## src/rtl/riscv_pkg.sv

```systemverilog
// Shared fetch-stage types and constants.
// Imported by the fetch sequencer and its skid buffer.
package riscv_pkg;

  localparam int XLEN = 32;

  localparam logic [XLEN-1:0] DEF_RESET_VECTOR = 32'h0000_0000;

  typedef enum logic [1:0] {
    IDLE,
    REQ,
    WAIT,
    HOLD
  } fetch_state_t;

  typedef struct packed {
    logic [XLEN-1:0] instr;
    logic [XLEN-1:0] pc;
  } if_id_t;

  function automatic logic [XLEN-1:0] align4(
    input logic [XLEN-1:0] a
  );
    return {a[XLEN-1:2], 2'b00};
  endfunction

endpackage

```

## src/rtl/fetch_skid.sv

```systemverilog
// One-entry instruction/pc buffer.
// Holds a response that arrives while decode is stalled.
module fetch_skid
  import riscv_pkg::*;
(
  input  logic            clk,
  input  logic            rst_n,
  input  logic            load,
  input  logic            clear,
  input  logic [XLEN-1:0] wr_instr,
  input  logic [XLEN-1:0] wr_pc,
  output logic            valid,
  output logic [XLEN-1:0] instr,
  output logic [XLEN-1:0] pc
);

  if_id_t q;

  always_ff @(posedge clk or negedge rst_n) begin
    if (!rst_n) begin
      valid <= 1'b0;
      q     <= '0;
    end else if (clear) begin
      valid <= 1'b0;
      q     <= '0;
    end else if (load) begin
      valid    <= 1'b1;
      q.instr  <= wr_instr;
      q.pc     <= wr_pc;
    end
  end

  assign instr = q.instr;
  assign pc    = q.pc;

endmodule

```

## src/rtl/fetch_ctrl.sv

```systemverilog
// Instruction-fetch sequencer: owns the PC, issues one
// request at a time and feeds decode through a stall-aware register.
module fetch_ctrl
  import riscv_pkg::*;
#(
  parameter logic [XLEN-1:0] RESET_VECTOR = DEF_RESET_VECTOR
) (
  input  logic            clk,
  input  logic            rst_n,
  input  logic            stall,
  input  logic            redirect_valid,
  input  logic [XLEN-1:0] redirect_pc,
  input  logic            trap_valid,
  input  logic [XLEN-1:0] trap_pc,
  output logic            imem_req,
  output logic [XLEN-1:0] imem_addr,
  input  logic            imem_ready,
  input  logic            imem_rvalid,
  input  logic [XLEN-1:0] imem_rdata,
  output logic            if_valid,
  output logic [XLEN-1:0] if_instr,
  output logic [XLEN-1:0] if_pc,
  output logic [XLEN-1:0] if_pcplus4
);

  fetch_state_t state, state_n;

  logic [XLEN-1:0] pc, pc_n;
  logic            drop, drop_n;
  logic            ifv_n;
  if_id_t          if_q, if_n;

  logic            redir;
  logic [XLEN-1:0] target;
  logic            busy;

  logic            skid_ld;
  logic            skid_clr;
  logic            skid_valid;
  logic [XLEN-1:0] skid_instr;
  logic [XLEN-1:0] skid_pc;

  fetch_skid u_skid (
    .clk      (clk),
    .rst_n    (rst_n),
    .load     (skid_ld),
    .clear    (skid_clr),
    .wr_instr (imem_rdata),
    .wr_pc    (pc),
    .valid    (skid_valid),
    .instr    (skid_instr),
    .pc       (skid_pc)
  );

  assign redir  = trap_valid | redirect_valid;
  assign target = align4(trap_valid ? trap_pc : redirect_pc);

  // A request still in flight after this edge must be dropped.
  assign busy = ((state == WAIT) && !imem_rvalid) ||
                ((state == REQ) && imem_ready);

  always_ff @(posedge clk or negedge rst_n) begin
    if (!rst_n) begin
      state <= IDLE;
    end else begin
      state <= state_n;
    end
  end

  always_ff @(posedge clk or negedge rst_n) begin
    if (!rst_n) begin
      pc       <= RESET_VECTOR;
      drop     <= 1'b0;
      if_valid <= 1'b0;
      if_q     <= '0;
    end else begin
      pc       <= pc_n;
      drop     <= drop_n;
      if_valid <= ifv_n;
      if_q     <= if_n;
    end
  end

  always_comb begin
    state_n  = state;
    pc_n     = pc;
    drop_n   = drop;
    ifv_n    = if_valid && stall;
    if_n     = if_q;
    skid_ld  = 1'b0;
    skid_clr = 1'b0;
    if (redir) begin
      pc_n     = target;
      ifv_n    = 1'b0;
      skid_clr = 1'b1;
      if (busy) begin
        state_n = WAIT;
        drop_n  = 1'b1;
      end else begin
        state_n = REQ;
        drop_n  = 1'b0;
      end
    end else begin
      unique case (state)
        IDLE: begin
          state_n = REQ;
        end
        REQ: begin
          if (imem_ready) begin
            state_n = WAIT;
          end
        end
        WAIT: begin
          if (imem_rvalid) begin
            pc_n    = pc + 32'd4;
            state_n = REQ;
            if (drop) begin
              drop_n = 1'b0;
              pc_n   = pc;
            end else if (!if_valid || !stall) begin
              ifv_n      = 1'b1;
              if_n.instr = imem_rdata;
              if_n.pc    = pc;
            end else begin
              skid_ld = 1'b1;
              state_n = HOLD;
            end
          end
        end
        HOLD: begin
          if (!stall && skid_valid) begin
            ifv_n      = 1'b1;
            if_n.instr = skid_instr;
            if_n.pc    = skid_pc;
            skid_clr   = 1'b1;
            state_n    = REQ;
          end
        end
        default: begin
          state_n = IDLE;
        end
      endcase
    end
  end

  assign imem_req   = (state == REQ);
  assign imem_addr  = pc;
  assign if_instr   = if_q.instr;
  assign if_pc      = if_q.pc;
  assign if_pcplus4 = if_q.pc + 32'd4;

endmodule

```

## config.mk

```make
export PLATFORM = sky130hd
export DESIGN_NAME = fetch_ctrl
export DESIGN_NICKNAME = d
export VERILOG_FILES = /design/src/rtl/riscv_pkg.sv /design/src/rtl/fetch_skid.sv /design/src/rtl/fetch_ctrl.sv
export SDC_FILE = /design/constraint.sdc
export NUM_CORES = 1
export LEC_CHECK = 0
export BUFFER_PORTS_ARGS = -buffer_cell sky130_fd_sc_hd__buf_2
export CAP_MARGIN = 30
export CORE_MARGIN = 4
export CORE_UTILIZATION = 53
export DETAILED_ROUTE_END_ITERATION = 8
export PLACE_DENSITY = 0.78
export SLEW_MARGIN = 30
export SYNTH_ARGS = -nofsm -noshare
export SYNTH_HDL_FRONTEND = slang
export SYNTH_SLANG_ARGS = --single-unit
```

## constraint.sdc

```tcl
create_clock -name clk -period 2.6 [get_ports clk]
set_input_delay 0.13 -clock clk [delete_from_list [all_inputs] [get_ports clk]]
set_output_delay 0.13 -clock clk [all_outputs]
set_load 0.02 [all_outputs]
```

==> results of run 1 <==
-- power groups by stage --
| stage | Clock (mW) | Combinational (mW) | Sequential, mW |
|---|---|---|---|
| floorplan | 0 | 1.98 | 4.25 |
| global placement | 0 | 3.84 | 3.71 |
| detailed placement | 0 | 3.90 | 3.73 |
| CTS | 2.58 | 3.99 | 3.69 |
| global route | 2.68 | 4.32 | 3.80 |
| finish | 2.55 | 3.99 | 3.70 |
-- metal layers --
| layer | part of all wire (%) | wire length, um | GRT usage [%] |
|---|---|---|---|
| met3 | 6.2 | 1430 | 5.40 |
| met4 | 2.6 | 598 | 9.43 |
| met5 | 0 | 0 | 0 |
| met2 | 50 | 11600 | 45.0 |
| met1 | 41 | 9420 | 32.9 |
-- stage by stage --
| step | utilization [%] | instance area, um2 | cells | hold slack (ns) |
|---|---|---|---|---|
| floorplan | - | 8350 | 910 | -0.166 |
| global placement | 63.0 | 9650 | 1295 | 0.0900 |
| detailed placement | 63.0 | 9650 | 1295 | 0.0929 |
| CTS | 70.4 | 10800 | 1380 | 0.000284 |
| global route | 70.4 | 10800 | 1380 | 0.0304 |
| finish | 70.4 | 10800 | 1380 | 0.00970 |
-- area by class of cell --
cell class | instances | share of cell area [%]
clock buffer | 17 | 3.95
tap | 211 | 2.45
sequential | 159 | 36.9
multi-input combinational | 679 | 37.8
inverter | 7 | 0.244
timing repair buffer | 292 | 17.0
clock inverter | 15 | 1.61
-- repair_timing --
item	4_1_cts	5_1_grt
gates resized for setup	0	3
endpoints found under the hold margin	92	0
hold buffers	53	0
endpoints found under the setup margin	0	7
-- placed cells by master (no fill, tap or decap), types with 11 or more instances in the layout --
master / n
dfrtp_1: 158
a21oi_1: 153
nor2b_1: 19
mux2i_1: 65
xor2_1: 16
nor2_1: 78
dlygate4sd3_1: 53
nand2_1: 158
o21ai_0: 11
xnor2_1: 32
buf_4: 12
nand3_1: 25
clkbuf_16: 17
buf_2: 221
-- worst max path at each step --
| stage | slack (ns) | end | cells after the start |
|---|---|---|---|
| 3_5_place_dp | 0.27 | imem_addr[17] | 6 |
| 3_3_place_gp | 0.31 | imem_addr[17] | 6 |
| 4_1_cts | 0.13 | if_pcplus4[26] | 7 |
| 5_1_grt | 0.009 | if_pcplus4[28] | 7 |
| 6_report | 0.21 | if_pcplus4[19] | 7 |
| 2_1_floorplan | 0.58 | if_pcplus4[26] | 5 |
-- kinds of logic after synthesis --
logic type	count (synthesis)
adder cells (fa/ha/maj)	5
other	1
AO/OA/AOI/OAI	209
AND/OR/NAND/NOR	344
buffers and inverters	72
XOR/XNOR	48
flip-flops	159
multiplexers	67
-- state kept, by name (all words and copies together) (netlist names) --
| register | count |
|---|---|
| if_instr | 32 |
| u_skid.instr | 32 |
| if_pc | 30 |
| imem_addr | 30 |
| u_skid.pc | 30 |
| state | 2 |
| drop | 1 |
| if_valid | 1 |
| u_skid.valid | 1 |
-- worst register-to-register path: stages, from the launching register on --
cell and delay (ns):
dfrtp_1 0.44, inv_1 0.08, ha_1 0.37, nand3b_4 0.20, or3_1 0.64, or4_1 0.49
nand3_1 0.09
==> results.cfg, run 1 <==
[outcome]
status = finished, final reports clean

[worst_setup_path]
r2r-end = imem_addr[17]
crit_path_cell_trace = and4_2 -> nand3_1 -> nor3_2 -> buf_4 -> nand4_1 -> xnor2_1 -> buf_2
critPathMaxFanout = 8
startpoint = if_pc[8]
critical_path.endpoint_type = output port
required_ns = 2.47
cp-start-kind = flop
crit_arrival_ns = 2.26
slowest_stage = dfrtp_1
r2r_slack_ns = 0.22
r2r_cells = 6
r2r-start = state[0]
slowest_delay_ns = 0.47
crit_family = simple AND/OR/NAND/NOR gates
timing.critical_path.buf_inv = 2
critPathKind = flop to output port

[sta]
finalClockSkew_ns = 0.0109
tightestPinTransition_ns = 0.580
fin_crit_sh_pct = 92.0
final.min_clock_period_ns = 2.39
rsz0062_at_grt = no
fin_ws_ns = 0.209
hold_viol = 0
fmax_mhz = 418
final.setup.tns_ns = 0
slew_violations = 0
setup-violations-final = 0
max_slew_margin_pct = 61.0

[synthesis]
synth-seq-cells = 159
yosys.area_share.simple_pct = 20.1
synth.distinct_cells = 63
synth_area_leaders = dfrtp_1, a21oi_1, mux2i_1, nand2_1, nor2_1
synth_compound_area_share_pct = 14.3
ys_seq_area_share_pct = 47.8
synth_top_family_by_area = simple AND/OR/NAND/NOR gates
syn_area_per_cell_um2 = 9.20
yosys_warnings = 0
synth_area_mm2 = 0.00833
synthCells = 905
synth_fa_ha_area_share_pct = 0.751
synthArstFlopShare_pct = 100
synth.top_cell.area_share_pct = 47.8
synth_common_cells = dfrtp_1, nand2_1, a21oi_1
synth_xor_area_share_pct = 5.05
synth_mux_area_share_pct = 8.08
yosys.area.top_type = dfrtp_1
synthFlopType = dfrtp_1
synth-edff-count = 0

[clocking]
path_clk_slew_ns = 0.07
clock_latency_ns = 0.42
htree_levels = 4
cts-root-buf = clkbuf_16
clockBufferDepth = 2
post_cts_buffers = 0
clock-sinks = 159
cts_tree = done
cts-buffers-inserted = 17

[global_route]
grt_max_degree = 125
grt_pass1_vias = 7529
grt_use_total_pct = 26.2
antenna_found_initial = 0
grt-ovfl-total = 0
grt_pass1_wl_mm = 37.9

[pwr]
p_clk_share_pct = 24.9
sw_frac_of_total_pct = 41.3
power.switching_mw = 4.22
pwr_density_cell_mw_per_mm2 = 949
seqPwrFrac_pct = 36.2
finalPower_mw = 10.2
vdd_drop_max_uv = 497
internal_power_mw = 6.01
cellLeakagePower_nw = 4.74
pwr-share-comb_pct = 38.9

[floorplanning]
die_h_um = 133
core-area_mm2 = 0.0153
die_area_mm2 = 0.0178
io_pins = 233
start_util_pct = 54.4
die_w_um = 133
rows = 45

[routing]
wl_mm = 23.1
vias = 7621
ant_nets = 0
avgViaCountPerCell = 5.52
wl_per_cell_um = 16.7
dr.pass1.iters = 6
drtIter0Drc = 572
route.detailed.drc = 0

[min_path]
whs_endpoint = imem_addr[2]
min_path_cells = 3
hp-start = redirect_pc[2]
hold_path_class = input port to flop

[layout]
seq_area_mm2 = 0.00398
synthToLayoutAreaGrowth_pct = 29.5
fillers = 1215
nNetsFinal = 1264
antenna_cells = 0
drive_gt1_share_pct = 25.7
multi_input_area_mm2 = 0.00408

[place]
pre_cts_slack_ns = 0.268
io_buffers = 222
dp_hpwl_mm = 15.2
gp_congestion = 0.823

[flow_run]
cap_violations = 0
(Power assumes the default switching activity.)
==> run 2: changes to the inputs <==
==> constraint.sdc (replaced) <==
create_clock -name clk -period 2.6 [get_ports clk]
set_input_delay 0.52 -clock clk [delete_from_list [all_inputs] [get_ports clk]]
set_output_delay 0.52 -clock clk [all_outputs]
set_load 0.02 [all_outputs]
==> run 2 against run 1 <==
  * Fmax shrank 5.1%
  * Worst setup slack lost 0.13 ns
  * Critical path depth is the same
  * Clock skew shrank 0.00077 ns
  * Critical endpoint unchanged
==> results.cfg, run 2 (synthesis gave the netlist of run 1 again) <==
[worst_setup_path]
crit_family = simple AND/OR/NAND/NOR gates
required_ns = 2.08
cp-start-kind = flop
timing.critical_path.buf_inv = 2
crit_arrival_ns = 2.00
critical_path.endpoint_type = output port
critPathMaxFanout = 8
crit_path_end = if_pcplus4[19]
slowest_delay_ns = 0.39
r2r-end = imem_addr[17]
slowest_stage = dfrtp_1
critPathKind = flop to output port
startpoint = if_pc[10]
r2r_slack_ns = 0.30
r2r-start = state[0]
r2r_cells = 6
crit_path_cell_trace = and4_4 -> nand3_4 -> nor3_2 -> buf_6 -> nand4_1 -> xnor2_1 -> buf_4
crit_cells = 7

[routing]
avgViaCountPerCell = 5.54
ant_nets = 0
drtIter0Drc = 513
vias = 7451
dr.pass1.iters = 5
wl_mm = 23.0
wl_per_cell_um = 17.1
route.detailed.drc = 0

[place]
dp_hpwl_mm = 15.3
dpl-instance-area_mm2 = 0.00969
io_buffers = 222
gp_congestion = 0.872
place_inst = 1300

[sta]
hold_viol = 0
rsz0062_at_grt = yes
tightestPinTransition_ns = 0.714
setup-violations-final = 0
final.min_clock_period_ns = 2.52
fmax_mhz = 397
slew_violations = 0
max_slew_margin_pct = 52.4
fin_crit_sh_pct = 96.9
finalHoldWorstSlack_ns = 0.0247
finalClockSkew_ns = 0.0101

[clocking]
cts-root-buf = clkbuf_16
cts_tree = done
path_clk_slew_ns = 0.07
clock-sinks = 159
htree_levels = 4
clockBufferDepth = 2
clock_latency_ns = 0.43
cts-buffers-inserted = 17

[floorplanning]
io_pins = 233
die_w_um = 133
die_area_mm2 = 0.0178
start_util_pct = 54.4
die_h_um = 133
rows = 45
core-area_mm2 = 0.0153

[layout]
final_cell_mix = buf_2, nand2_1, dfrtp_1
design_area_mm2 = 0.0105
drive_gt1_share_pct = 28.9
synthToLayoutAreaGrowth_pct = 25.7
instances_no_fill = 1344
antenna_cells = 0
nNetsFinal = 1228
final_common_cell = buf_2

[global_route]
grt_pass1_wl_mm = 36.8
grt_use_total_pct = 25.8
grt-ovfl-total = 0
grt_max_degree = 125
busiest_layer = met2
grt_pass1_vias = 7171
use_met3_pct = 3.78
met2_usage_pct = 42.5
antenna_found_initial = 0
met1_usage_pct = 34.2

[pwr]
cellLeakagePower_nw = 4.62
sw_frac_of_total_pct = 40.6
vdd_drop_max_uv = 555
p_clk_share_pct = 24.9
pwr-share-comb_pct = 40.6
power.switching_mw = 4.27
pwr_density_cell_mw_per_mm2 = 1000
finalPower_mw = 10.5
seqPwrFrac_pct = 34.4
internal_power_mw = 6.24

[min_path]
hold_path_class = input port to asynchronous set/reset pin

[flow_run]
cap_violations = 0

[outcome]
status = finished, final reports clean
run 2: cell types whose count changed in the layout (fill, tap and decap cells not counted), moves of 4 or more:
cell,previous run,this run
dfrtp_1,158,154
dlygate4sd3_1,53,0
buf_2,221,216
buf_4,12,32
dfrtp_2,1,5
run 2: timing repair:
action,CTS,global route
setup buffers,7,5
hold buffers,0,0
pin swaps,1,4
resized for setup,11,14
setup endpoints to repair,17,15
hold endpoints to repair,0,0
run 2: worst min-delay path by stage:
stage                             from             to  cells after the start
after global placement    u_skid.valid   u_skid.valid                      2
after global routing             rst_n  imem_addr[20]                      1
after detailed placement  u_skid.valid   u_skid.valid                      2
after floorplan                  rst_n           drop                      0
after CTS                        rst_n  imem_addr[20]                      1
final                            rst_n  imem_addr[20]                      1
run 2: power groups by stage:
stage / Clock [mW] / Combinational (mW) / Sequential [mW]
final: 2.62 / 4.27 / 3.62
after global routing: 2.76 / 4.59 / 3.72
after CTS: 2.66 / 4.21 / 3.60
after detailed placement: 0 / 4.01 / 3.69
after global placement: 0 / 3.95 / 3.66
after floorplan: 0 / 1.98 / 4.25
run 2: metrics by stage:
stage / setup slack, ns / setup TNS [ns] / utilization [%]
after detailed placement: 0.297 / 0 / 63.3
after CTS: 0.00255 / 0 / 67.8
final: 0.0795 / 0 / 68.4
after global routing: -0.0799 / -0.132 / 68.4
after floorplan: 0.188 / 0 / -
after global placement: 0.352 / 0 / 63.3
run 2: layout make-up:
type	count	area (um2)
multi-input combinational	679	4120
clock buffer	18	439
inverter	7	26.3
tap	211	264
sequential	159	3990
clock inverter	14	181
fill	1268	4840
timing repair buffer	256	1460
run 2: routing by layer:
layer / vias up / routed length [um] / part of all wire (%)
met4: 0 / 691 / 3.0
li1: 3554 / - / -
met3: 47 / 1300 / 5.7
met5: - / 0 / 0
met1: 3586 / 9500 / 41
met2: 264 / 11500 / 50
run 2: worst reg2reg max path, cell delays in order, from the launching register on:
cell and delay [ns]:
dfrtp_1 0.44, inv_1 0.08, ha_1 0.38, nand3b_4 0.11, or3_1 0.63, or4_1 0.50, nand3_1 0.10
